## config.mk

```make
export PLATFORM = sky130hd
export DESIGN_NAME = memwb_pipe_reg
export DESIGN_NICKNAME = d
export VERILOG_FILES = /design/src/rtl/memwb_pipe_reg.sv
export SDC_FILE = /design/constraint.sdc
export NUM_CORES = 1
export LEC_CHECK = 0
export ABC_CLOCK_PERIOD_IN_PS = 6900
export CORE_UTILIZATION = 44
export DETAILED_ROUTE_END_ITERATION = 8
export GPL_TIMING_DRIVEN = 0
export PLACE_DENSITY = 0.79
export SLEW_MARGIN = 20
export SYNTH_ARGS = -nofsm -noshare
export SYNTH_HDL_FRONTEND = slang
export SYNTH_SLANG_ARGS = --single-unit
```

## constraint.sdc

```tcl
create_clock -name clk -period 6.9 [get_ports clk]
set_input_delay 1.725 -clock clk [delete_from_list [all_inputs] [get_ports clk]]
set_output_delay 1.725 -clock clk [all_outputs]
set_load 0.05 [all_outputs]
```

## src/rtl/memwb_pipe_reg.sv

```systemverilog
// memwb_pipe_reg: parametrised MEM/WB pipeline register with valid/stall/flush,
// load byte/half/word extraction, 3-way writeback select and x0-qualified write.
// Ports: clk, reset (sync, active-low), stall_i, flush_i, valid_in,
//   read_data_in, result_alu_in, pc_plus4_in, rd_in, regwrite_in, wb_sel_in,
//   funct3_in, addr_lo_in -> valid_out, rd_out, regwrite_out, wb_data_out,
//   fwd_en_out; retire_cnt_out only when MEMWB_RETIRE_CNT_EN is defined.
// Optional feature macro: MEMWB_RETIRE_CNT_EN (64-bit retired-instruction count).
module memwb_pipe_reg #(
    parameter int XLEN   = 64,
    parameter int REG_AW = 5,
    parameter int OFF_W  = 3
) (
    input  logic              clk,
    input  logic              reset,
    input  logic              stall_i,
    input  logic              flush_i,
    input  logic              valid_in,
    input  logic [XLEN-1:0]   read_data_in,
    input  logic [XLEN-1:0]   result_alu_in,
    input  logic [XLEN-1:0]   pc_plus4_in,
    input  logic [REG_AW-1:0] rd_in,
    input  logic              regwrite_in,
    input  logic [1:0]        wb_sel_in,
    input  logic [2:0]        funct3_in,
    input  logic [OFF_W-1:0]  addr_lo_in,
`ifdef MEMWB_RETIRE_CNT_EN
    output logic [63:0]       retire_cnt_out,
`endif
    output logic              valid_out,
    output logic [REG_AW-1:0] rd_out,
    output logic              regwrite_out,
    output logic [XLEN-1:0]   wb_data_out,
    output logic              fwd_en_out
);

    logic              valid_q, valid_d;
    logic [XLEN-1:0]   rdata_q, rdata_d;
    logic [XLEN-1:0]   alu_q, alu_d;
    logic [XLEN-1:0]   pc4_q, pc4_d;
    logic [REG_AW-1:0] rd_q, rd_d;
    logic              regwrite_q, regwrite_d;
    logic [1:0]        wb_sel_q, wb_sel_d;
    logic [2:0]        funct3_q, funct3_d;
    logic [OFF_W-1:0]  off_q, off_d;

    always_comb begin
        valid_d    = valid_q;
        rdata_d    = rdata_q;
        alu_d      = alu_q;
        pc4_d      = pc4_q;
        rd_d       = rd_q;
        regwrite_d = regwrite_q;
        wb_sel_d   = wb_sel_q;
        funct3_d   = funct3_q;
        off_d      = off_q;
        if (flush_i || !stall_i) begin
            // A flush still captures the data fields; only valid is killed.
            valid_d    = valid_in && !flush_i;
            rdata_d    = read_data_in;
            alu_d      = result_alu_in;
            pc4_d      = pc_plus4_in;
            rd_d       = rd_in;
            regwrite_d = regwrite_in;
            wb_sel_d   = wb_sel_in;
            funct3_d   = funct3_in;
            off_d      = addr_lo_in;
        end
    end

    always_ff @(posedge clk) begin
        if (!reset) begin
            valid_q    <= 1'b0;
            rdata_q    <= '0;
            alu_q      <= '0;
            pc4_q      <= '0;
            rd_q       <= '0;
            regwrite_q <= 1'b0;
            wb_sel_q   <= 2'b00;
            funct3_q   <= 3'b000;
            off_q      <= '0;
        end else begin
            valid_q    <= valid_d;
            rdata_q    <= rdata_d;
            alu_q      <= alu_d;
            pc4_q      <= pc4_d;
            rd_q       <= rd_d;
            regwrite_q <= regwrite_d;
            wb_sel_q   <= wb_sel_d;
            funct3_q   <= funct3_d;
            off_q      <= off_d;
        end
    end

    // Force natural alignment; doubleword (and 111) always reads from offset 0.
    logic [OFF_W-1:0] eff_off;
    logic [OFF_W+2:0] shamt;
    logic [XLEN-1:0]  shifted;
    logic [7:0]       ld_b;
    logic [15:0]      ld_h;
    logic [31:0]      ld_w;
    logic [XLEN-1:0]  load_ext;

    always_comb begin
        eff_off = off_q;
        unique case (funct3_q[1:0])
            2'b00: eff_off = off_q;
            2'b01: eff_off[0] = 1'b0;
            2'b10: eff_off[1:0] = 2'b00;
            2'b11: eff_off = '0;
        endcase
    end

    assign shamt   = {eff_off, 3'b000};
    assign shifted = rdata_q >> shamt;
    assign ld_b    = shifted[7:0];
    assign ld_h    = shifted[15:0];
    assign ld_w    = shifted[31:0];

    // With XLEN=32 the word offset is always 0, so 011/110/111 collapse to LW.
    always_comb begin
        load_ext = rdata_q;
        unique case (funct3_q)
            3'b000: load_ext = XLEN'($signed(ld_b));
            3'b001: load_ext = XLEN'($signed(ld_h));
            3'b010: load_ext = XLEN'($signed(ld_w));
            3'b011: load_ext = rdata_q;
            3'b100: load_ext = XLEN'(ld_b);
            3'b101: load_ext = XLEN'(ld_h);
            3'b110: load_ext = XLEN'(ld_w);
            3'b111: load_ext = rdata_q;
        endcase
    end

    always_comb begin
        wb_data_out = '0;
        unique case (wb_sel_q)
            2'b00: wb_data_out = alu_q;
            2'b01: wb_data_out = load_ext;
            2'b10: wb_data_out = pc4_q;
            2'b11: wb_data_out = '0;
        endcase
    end

    assign valid_out    = valid_q;
    assign rd_out       = rd_q;
    assign regwrite_out = valid_q && regwrite_q && (rd_q != '0);
    assign fwd_en_out   = regwrite_out;

`ifdef MEMWB_RETIRE_CNT_EN
    logic [63:0] cnt_q, cnt_d;

    // An instruction leaves WB on any non-stalled edge while valid.
    always_comb begin
        cnt_d = cnt_q;
        if (valid_q && !stall_i) begin
            cnt_d = cnt_q + 64'd1;
        end
    end

    always_ff @(posedge clk) begin
        if (!reset) begin
            cnt_q <= '0;
        end else begin
            cnt_q <= cnt_d;
        end
    end

    assign retire_cnt_out = cnt_q;
`endif

endmodule

```

==> results of run 1 <==
-- synth_stat cells (all sizes together) (3+ instances only) --
master and instances:
o22ai 24, mux2i 25, a221oi 17, o21a 24
or3 3, o31a 4, o2bb2ai 6, nor2 47
and2 3, nor2b 5, o211ai 4, and3 3
o221ai 4, inv 3, a31oi 6, a211oi 15
buf 23, a221o 7, o21ai 82, mux2 7
clkbuf 100, nor3 8, a21oi 50, mux4 5
dfxtp 207, a21boi 206, nand3 10, o31ai 8
nand2 469, nand2b 6
-- power by group through the flow --
| stage | registers, mW | clock network [mW] | logic [mW] |
|---|---|---|---|
| floorplan | 1.34 | 0 | 0.528 |
| global placement | 1.37 | 0 | 0.896 |
| detailed placement | 1.37 | 0 | 0.901 |
| CTS | 1.35 | 1.16 | 0.907 |
| global route | 1.35 | 1.21 | 0.967 |
| finish | 1.35 | 1.16 | 0.918 |
-- flip-flops by register name, indices dropped and copies added (netlist names) --
name and cells:
rdata_q 64, off_q 3, rd_out 5, wb_sel_q 2
valid_out 1, regwrite_q 1, alu_q 64, pc4_q 64
funct3_q 3
-- final cells by class --
type | instances | area (sq um)
fillers | 2140 | 9040
multi-input cells | 1068 | 6000
flip-flops and latches | 207 | 4140
repair buffers | 281 | 2810
clock buffers | 28 | 614
plain buffers | 123 | 507
well taps | 319 | 399
clock inverters | 8 | 73.8
inverters | 5 | 18.8
-- worst paths after layout --
check                      startpoint                       end  slack (ns)  cells past startpoint
min            pc4_q[33]$_SDFFE_PN0P_    pc4_q[33]$_SDFFE_PN0P_        0.46                      2
min reg2reg    pc4_q[33]$_SDFFE_PN0P_    pc4_q[33]$_SDFFE_PN0P_        0.46                      2
max          wb_sel_q[1]$_SDFFE_PN0P_           wb_data_out[37]        0.75                      8
max reg2reg  wb_sel_q[1]$_SDFFE_PN0P_  wb_sel_q[1]$_SDFFE_PN0P_        4.75                      4
-- cell usage in the layout (no fill, tap or decap), drive strengths merged, types with 8 or more instances in the layout --
master and instances:
a221oi 17, nor2 47, nand2 469, dfxtp 207, a21boi 206, mux2i 25, clkbuf 128, clkdlybuf4s50 281
nor3 8, nand3 10, o21ai 82, o21a 24, buf 23, o22ai 24, o31ai 8, a21oi 50
a211oi 15
-- metrics by stage --
step           utilization [%]  power (mW)  setup WS (ns)  instance area [sq um]  std cells
2_1_floorplan                -        1.87           2.63                  10700       1403
3_3_place_gp              58.8        2.27           1.43                  13900       2003
3_5_place_dp              58.8        2.27           1.44                  13900       2003
4_1_cts                   61.7        3.41          0.873                  14600       2039
5_1_grt                   61.7        3.53          0.686                  14600       2039
6_report                  61.7        3.43          0.748                  14600       2039
-- kinds of logic (layout without fill, tap and decap cells) --
group / after synthesis / in the layout / share of synthesized area (%)
AOI/OAI and AO/OA: 468 / 468 / 30.8
DFF: 207 / 207 / 38.8
buffers and inverters: 128 / 445 / 4.93
muxes: 37 / 37 / 4.14
and+or+nand+nor: 563 / 563 / 21.3
-- layer usage --
layer	wire length, microns	vias up
li1	-	5438
met1	18500	5491
met2	19800	613
met3	3790	90
met4	1510	0
met5	0	-
-- worst max-delay path: cells and delay by family, from the launching register on --
family | cells | cell delay, ns
buf+inv | 5 | 3.12
compound gates | 3 | 0.47
flops | 1 | 0.29
==> impl_results.md, run 1 <==
- Setup-failing EPs final: 0
- Slew HR: 26.9%
- Worst slew pin tran: 1.10 ns
- Arrival time at the worst endpoint: 4.43 ns
- DRT Pass-1 Iters: 5
- Slew Limit Fails: 0
- Period utilisation layout: 89.2%
- Nets: 1919
- Via Count: about 12000
- LEAKAGE: 5.48 nW
- Maxcap violations: 0
- Worst clock skew: 0 ns
- CTS buffer count: 22
- Die Width: 158 microns
- Power Density: ~240 nW/um^2
- Met2 usage: a little under three fifths
- HPWL after detailed placement: 33800 microns
- Post-synth ARST share: 0%
- GRT busiest layer: met2
- Warnings from Yosys: 0
- Period minus WS final: 6.15 ns
- Num ports: 283
- GR Util met1: 46.7%
- Clock sinks: 207
- Crit start category: flip-flop
- Final Hold Violating Endpoints: 0
- Clock Path Buffers: 3
- Worst vdd ir: approximately 0.16 mV
- Initial antenna violation count: 0
- Post-cts hold buffer count: 0
- DRT antenna net count: 0
- Crit-path slowest cell: clkdlybuf4s50_1
- RSZ-0062 raised after global routing: no
- Post-Syn Area per Cell: 7.60 sq um
- Syn Inst Count: 1403
- Die area: about 25000 sq um
- DRT iter0 DRCs: 997
- Area growth syn-to-layout: 36.6%
- Worst hold slack: 0.462 ns
- Avg Vias per Cell: 5.70
- Root Driver: clkbuf_16
- EDFF count, synth: 0
- Primary FF master, synth: dfxtp_1
- Met3 GRT Util: under 10%
- Sequential Power Share: 39.4%
- Post-CTS Resized: 0
- Die height: about 160 microns
- Setup tns final: 0 ns
- WL per Instance: 21.4 microns
- Final GP Congestion: between 1 and 1.5
- Starting Density: 45.2%
- Post-synth top area cell: dfxtp_1
- Yosys reg bits: approximately 210
- Critical Path Sink Type: primary output
- Hold WC Path Type: reg -> reg
- Sequential element share of the synthesized area: 38.8%
- WS Path Type: reg -> out
- Final WL: 43600 microns
- GRT Total Usage: 34.3%
- Switching Share: 33.1%
- H-tree Lvls: 1
- Crit Path Max Fanout: 10
- CP Data Required Time: roughly 5.2 ns
- Buffers on Ports: 281
- Setup Buffers After CTS: 0
- Clock latency on the worst-skew pair: 0.51 ns
- Largest net degree at the start of global routing: 15
- Mapped Nets: 1614
- Share of the synthesized area in the top cell type: 38.8%
- Global-route wire length before repair: 63800 microns
- Drt drc: 0
- Fmax: between 0.15 and 0.2 GHz
- Unique masters post-synth: 57
- Vias in the first global route: 11106
- Combinational Power Share: 26.8%
- Rows: 56
- CP most frequent cell: clkbuf_1
- Critical path, cell by cell: clkbuf_1 -> inv_1 -> clkbuf_1 -> clkbuf_1 -> o21a_1 -> o21ai_0 -> o21ai_1 -> clkdlybuf4s50_1
- Leading cell types by total area after synthesis: dfxtp_1 (39%), nand2_1 (17%), a21boi_0 (14%), clkbuf_1 (3.5%), o21ai_0 (2.5%)
- Int Pwr: 2.29 mW
- Switch Pwr: 1.13 mW
- Core ar.: between 20000 and 25000 sq um
- Diode count: 0
- Status: finished, final reports clean
- Syn Std Cell Area: 10700 sq um
- Residual overflow from global routing: 0
- Fraction of layout cells with a size suffix above 1: 4.94%
- Clk pwr share: 33.8%
- CTS tree: yes
- Max incr delay on CP: 0.83 ns
- CTS clk-pin slew, worst paths: 0.06 ns
Power figures use the tool's default switching activity.
==> run 2, diff against run 1 <==
Settings changed: PLACE_DENSITY 0.79 to 0.75.
==> run 2 against run 1 <==
  * Cell count up 0.29%
  * Clock-buffer cell count up 4
  * Non-clock buffer count unchanged
  * Critical endpoint is now wb_data_out[35]
  * Core utilization up 0.46 points
  * Combinational power down 0.5%
  * Setup slack worse by 0.053 ns
  * Via count down 0.65%
  * Worst hold slack worse by 0.0042 ns
==> impl_results.md, run 2 (synthesized netlist as in run 1, its figures left out) <==
- Max incr delay on CP: 0.86 ns (+0.03 ns)
- Area growth syn-to-layout: 37.6%
- Final GP Congestion: 1.02 (-1.5%)
- Hold WC Path Type: reg -> reg
- Diode count: 0 (unchanged)
- Die height: 158 microns (unchanged)
- DRT antenna net count: 0 (unchanged)
- Post-CTS Resized: 0 (unchanged)
- Slew Limit Fails: 0 (unchanged)
- # placed instances: 2003 (unchanged)
- CP Data Required Time: 5.18 ns (about the same)
- CTS tree: yes
- CTS buffer count: 23 (+4.5%)
- Setup tns final: 0 ns (unchanged)
- Largest net degree at the start of global routing: 15 (unchanged)
- Num ports: 283 (unchanged)
- Worst clock skew: 0 ns (unchanged)
- Crit start category: flip-flop
- WS Path Type: reg -> out
- Placed inst area: 13900 sq um (unchanged)
- Die area: 24900 sq um (unchanged)
- Worst vdd ir: 0.162 mV (+4.0%)
- Via Count: 11556 (-0.65%)
- Biggest regs: alu_q: 64 flops, pc4_q: 64 flops, rdata_q: 64 flops
- Arrival time at the worst endpoint: 4.48 ns (+0.05 ns)
- Critical Path Sink Type: primary output
- Setup-failing EPs final: 0 (unchanged)
- Slew HR: 24.7% (-2.3 points)
- Critical path, cell by cell: clkbuf_1 -> inv_1 -> clkbuf_1 -> clkbuf_1 -> o21ai_0 -> o22ai_1 -> clkdlybuf4s50_1
- Setup Buffers After CTS: 0 (unchanged)
- Post-Layout Cell Count: 2045 (+0.29%)
- Crit-path slowest cell: clkdlybuf4s50_1
- Die Width: 158 microns (unchanged)
- Power Density: 243 nW/um^2 (+3.2%)
- Total power: 3.56 mW (+4.0%)
- Final Hold Violating Endpoints: 0 (unchanged)
- Period utilisation layout: 89.9% (+0.77 points)
- Root Driver: clkbuf_16
- Seq. cell area: 4140 sq um (unchanged)
- Filler cells: 2153 (+0.61%)
- Post-route cell area: 14700 sq um (+0.75%)
- Period minus WS final: 6.21 ns (+0.0534 ns)
- H-tree Lvls: 1 (unchanged)
- CP most frequent cell: clkbuf_1
- Initial antenna violation count: 0 (unchanged)
- GRT Total Usage: 34.6% (+0.25 points)
- Global-route wire length before repair: 63900 microns (+0.14%)
- Maxcap violations: 0 (unchanged)
- Nets: 1920 (+0.052%)
- Clock sinks: 207 (unchanged)
- Drt drc: 0 (unchanged)
- Final WL: 43700 microns (+0.30%)
- HPWL after detailed placement: 33700 microns (-0.17%)
- LEAKAGE: 5.53 nW (+0.94%)
- Fmax: 0.161 GHz (-0.86%)
- Buffers on Ports: 281 (unchanged)
- Crit Path Max Fanout: 10 (unchanged)
- Fraction of layout cells with a size suffix above 1: 5.21% (+0.27 points)
- Status: finished, final reports clean
- DRT Pass-1 Iters: 5 (unchanged)
- Worst hold slack: 0.458 ns (-0.00417 ns)
- Commonest non-fill, non-tap cell in the layout: nand2_1
- DRT iter0 DRCs: 1026 (+2.9%)
- Residual overflow from global routing: 0 (unchanged)
- Starting Density: 45.2% (unchanged)
- Leading cell types in the layout, fill and taps excluded: nand2_1 (469), clkdlybuf4s50_1 (281), dfxtp_1 (207)
- Rows: 56 (unchanged)
- Clock latency on the worst-skew pair: 0.52 ns (about the same)
- Vias in the first global route: 10975 (-1.2%)
- WL per Instance: 21.4 microns (about the same)
- Clock Path Buffers: 3 (unchanged)
- Multi-input logic area: 6000 sq um (unchanged)
- Core ar.: 23600 sq um (unchanged)
- CTS clk-pin slew, worst paths: 0.06 ns (about the same)
- RSZ-0062 raised after global routing: no
- Post-cts hold buffer count: 0 (unchanged)
- Avg Vias per Cell: 5.65 (-0.94%)
- Worst slew pin tran: 1.13 ns (+0.0344 ns)
==> run 2: cell types whose count changed in the layout (fill, tap and decap cells not counted) <==
cell and change:
bufinv_16 +2, clkinv_2 -1, clkbuf_8 +3, clkbuf_1 +1, inv_6 +1
==> run 2: path summary, 6_finish.rpt <==
path	from	to	slack, ns	cells past startpoint
setup / recovery	wb_sel_q[1]$_SDFFE_PN0P_	wb_data_out[35]	0.69	7
hold / removal	pc4_q[17]$_SDFFE_PN0P_	pc4_q[17]$_SDFFE_PN0P_	0.46	2
setup reg to reg	wb_sel_q[1]$_SDFFE_PN0P_	wb_sel_q[1]$_SDFFE_PN0P_	4.76	4
hold reg to reg	pc4_q[17]$_SDFFE_PN0P_	pc4_q[17]$_SDFFE_PN0P_	0.46	2
==> run 2: final cells by class <==
class                   instances  share of cell area, %
repair buffers                281                   19.2
plain buffers                 123                   3.45
multi-input cells            1068                   40.9
clock buffers                  32                   4.49
well taps                     319                   2.72
flip-flops and latches        207                   28.2
clock inverters                10                  0.938
inverters                       5                  0.128
==> run 2: metrics by stage <==
step                setup slack [ns]  util [%]
global route                   0.785      62.2
CTS                            0.931      62.2
floorplan                       2.63         -
global placement                1.43      58.8
finish                         0.694      62.2
detailed placement              1.49      58.8
==> run 2: worst max-delay path, delay by kind of cell (launching register included) <==
family,cells,cell delay [ns]
AO/OA/AOI/OAI,2,0.47
buffers and inverters,5,3.19
flip-flops,1,0.29
==> run 2: power breakdown <==
part / leakage [nW] / internal [mW] / switching (mW) / total (mW)
Sequential: 1.72 / 1.27 / 0.0808 / 1.35
Clock: 0.387 / 0.781 / 0.516 / 1.30
Combinational: 3.43 / 0.358 / 0.555 / 0.913
==> run 2: routing by layer <==
layer / up-vias / wire length [microns] / share of wire (%) / global-route usage (%)
met4: 0 / 1800 / 4.1 / 13.7
met3: 109 / 3350 / 7.7 / 4.02
met1: 5451 / 19100 / 44 / 47.3
met5: - / 0 / 0 / 0
met2: 553 / 19500 / 45 / 55.3
li1: 5443 / - / - / -
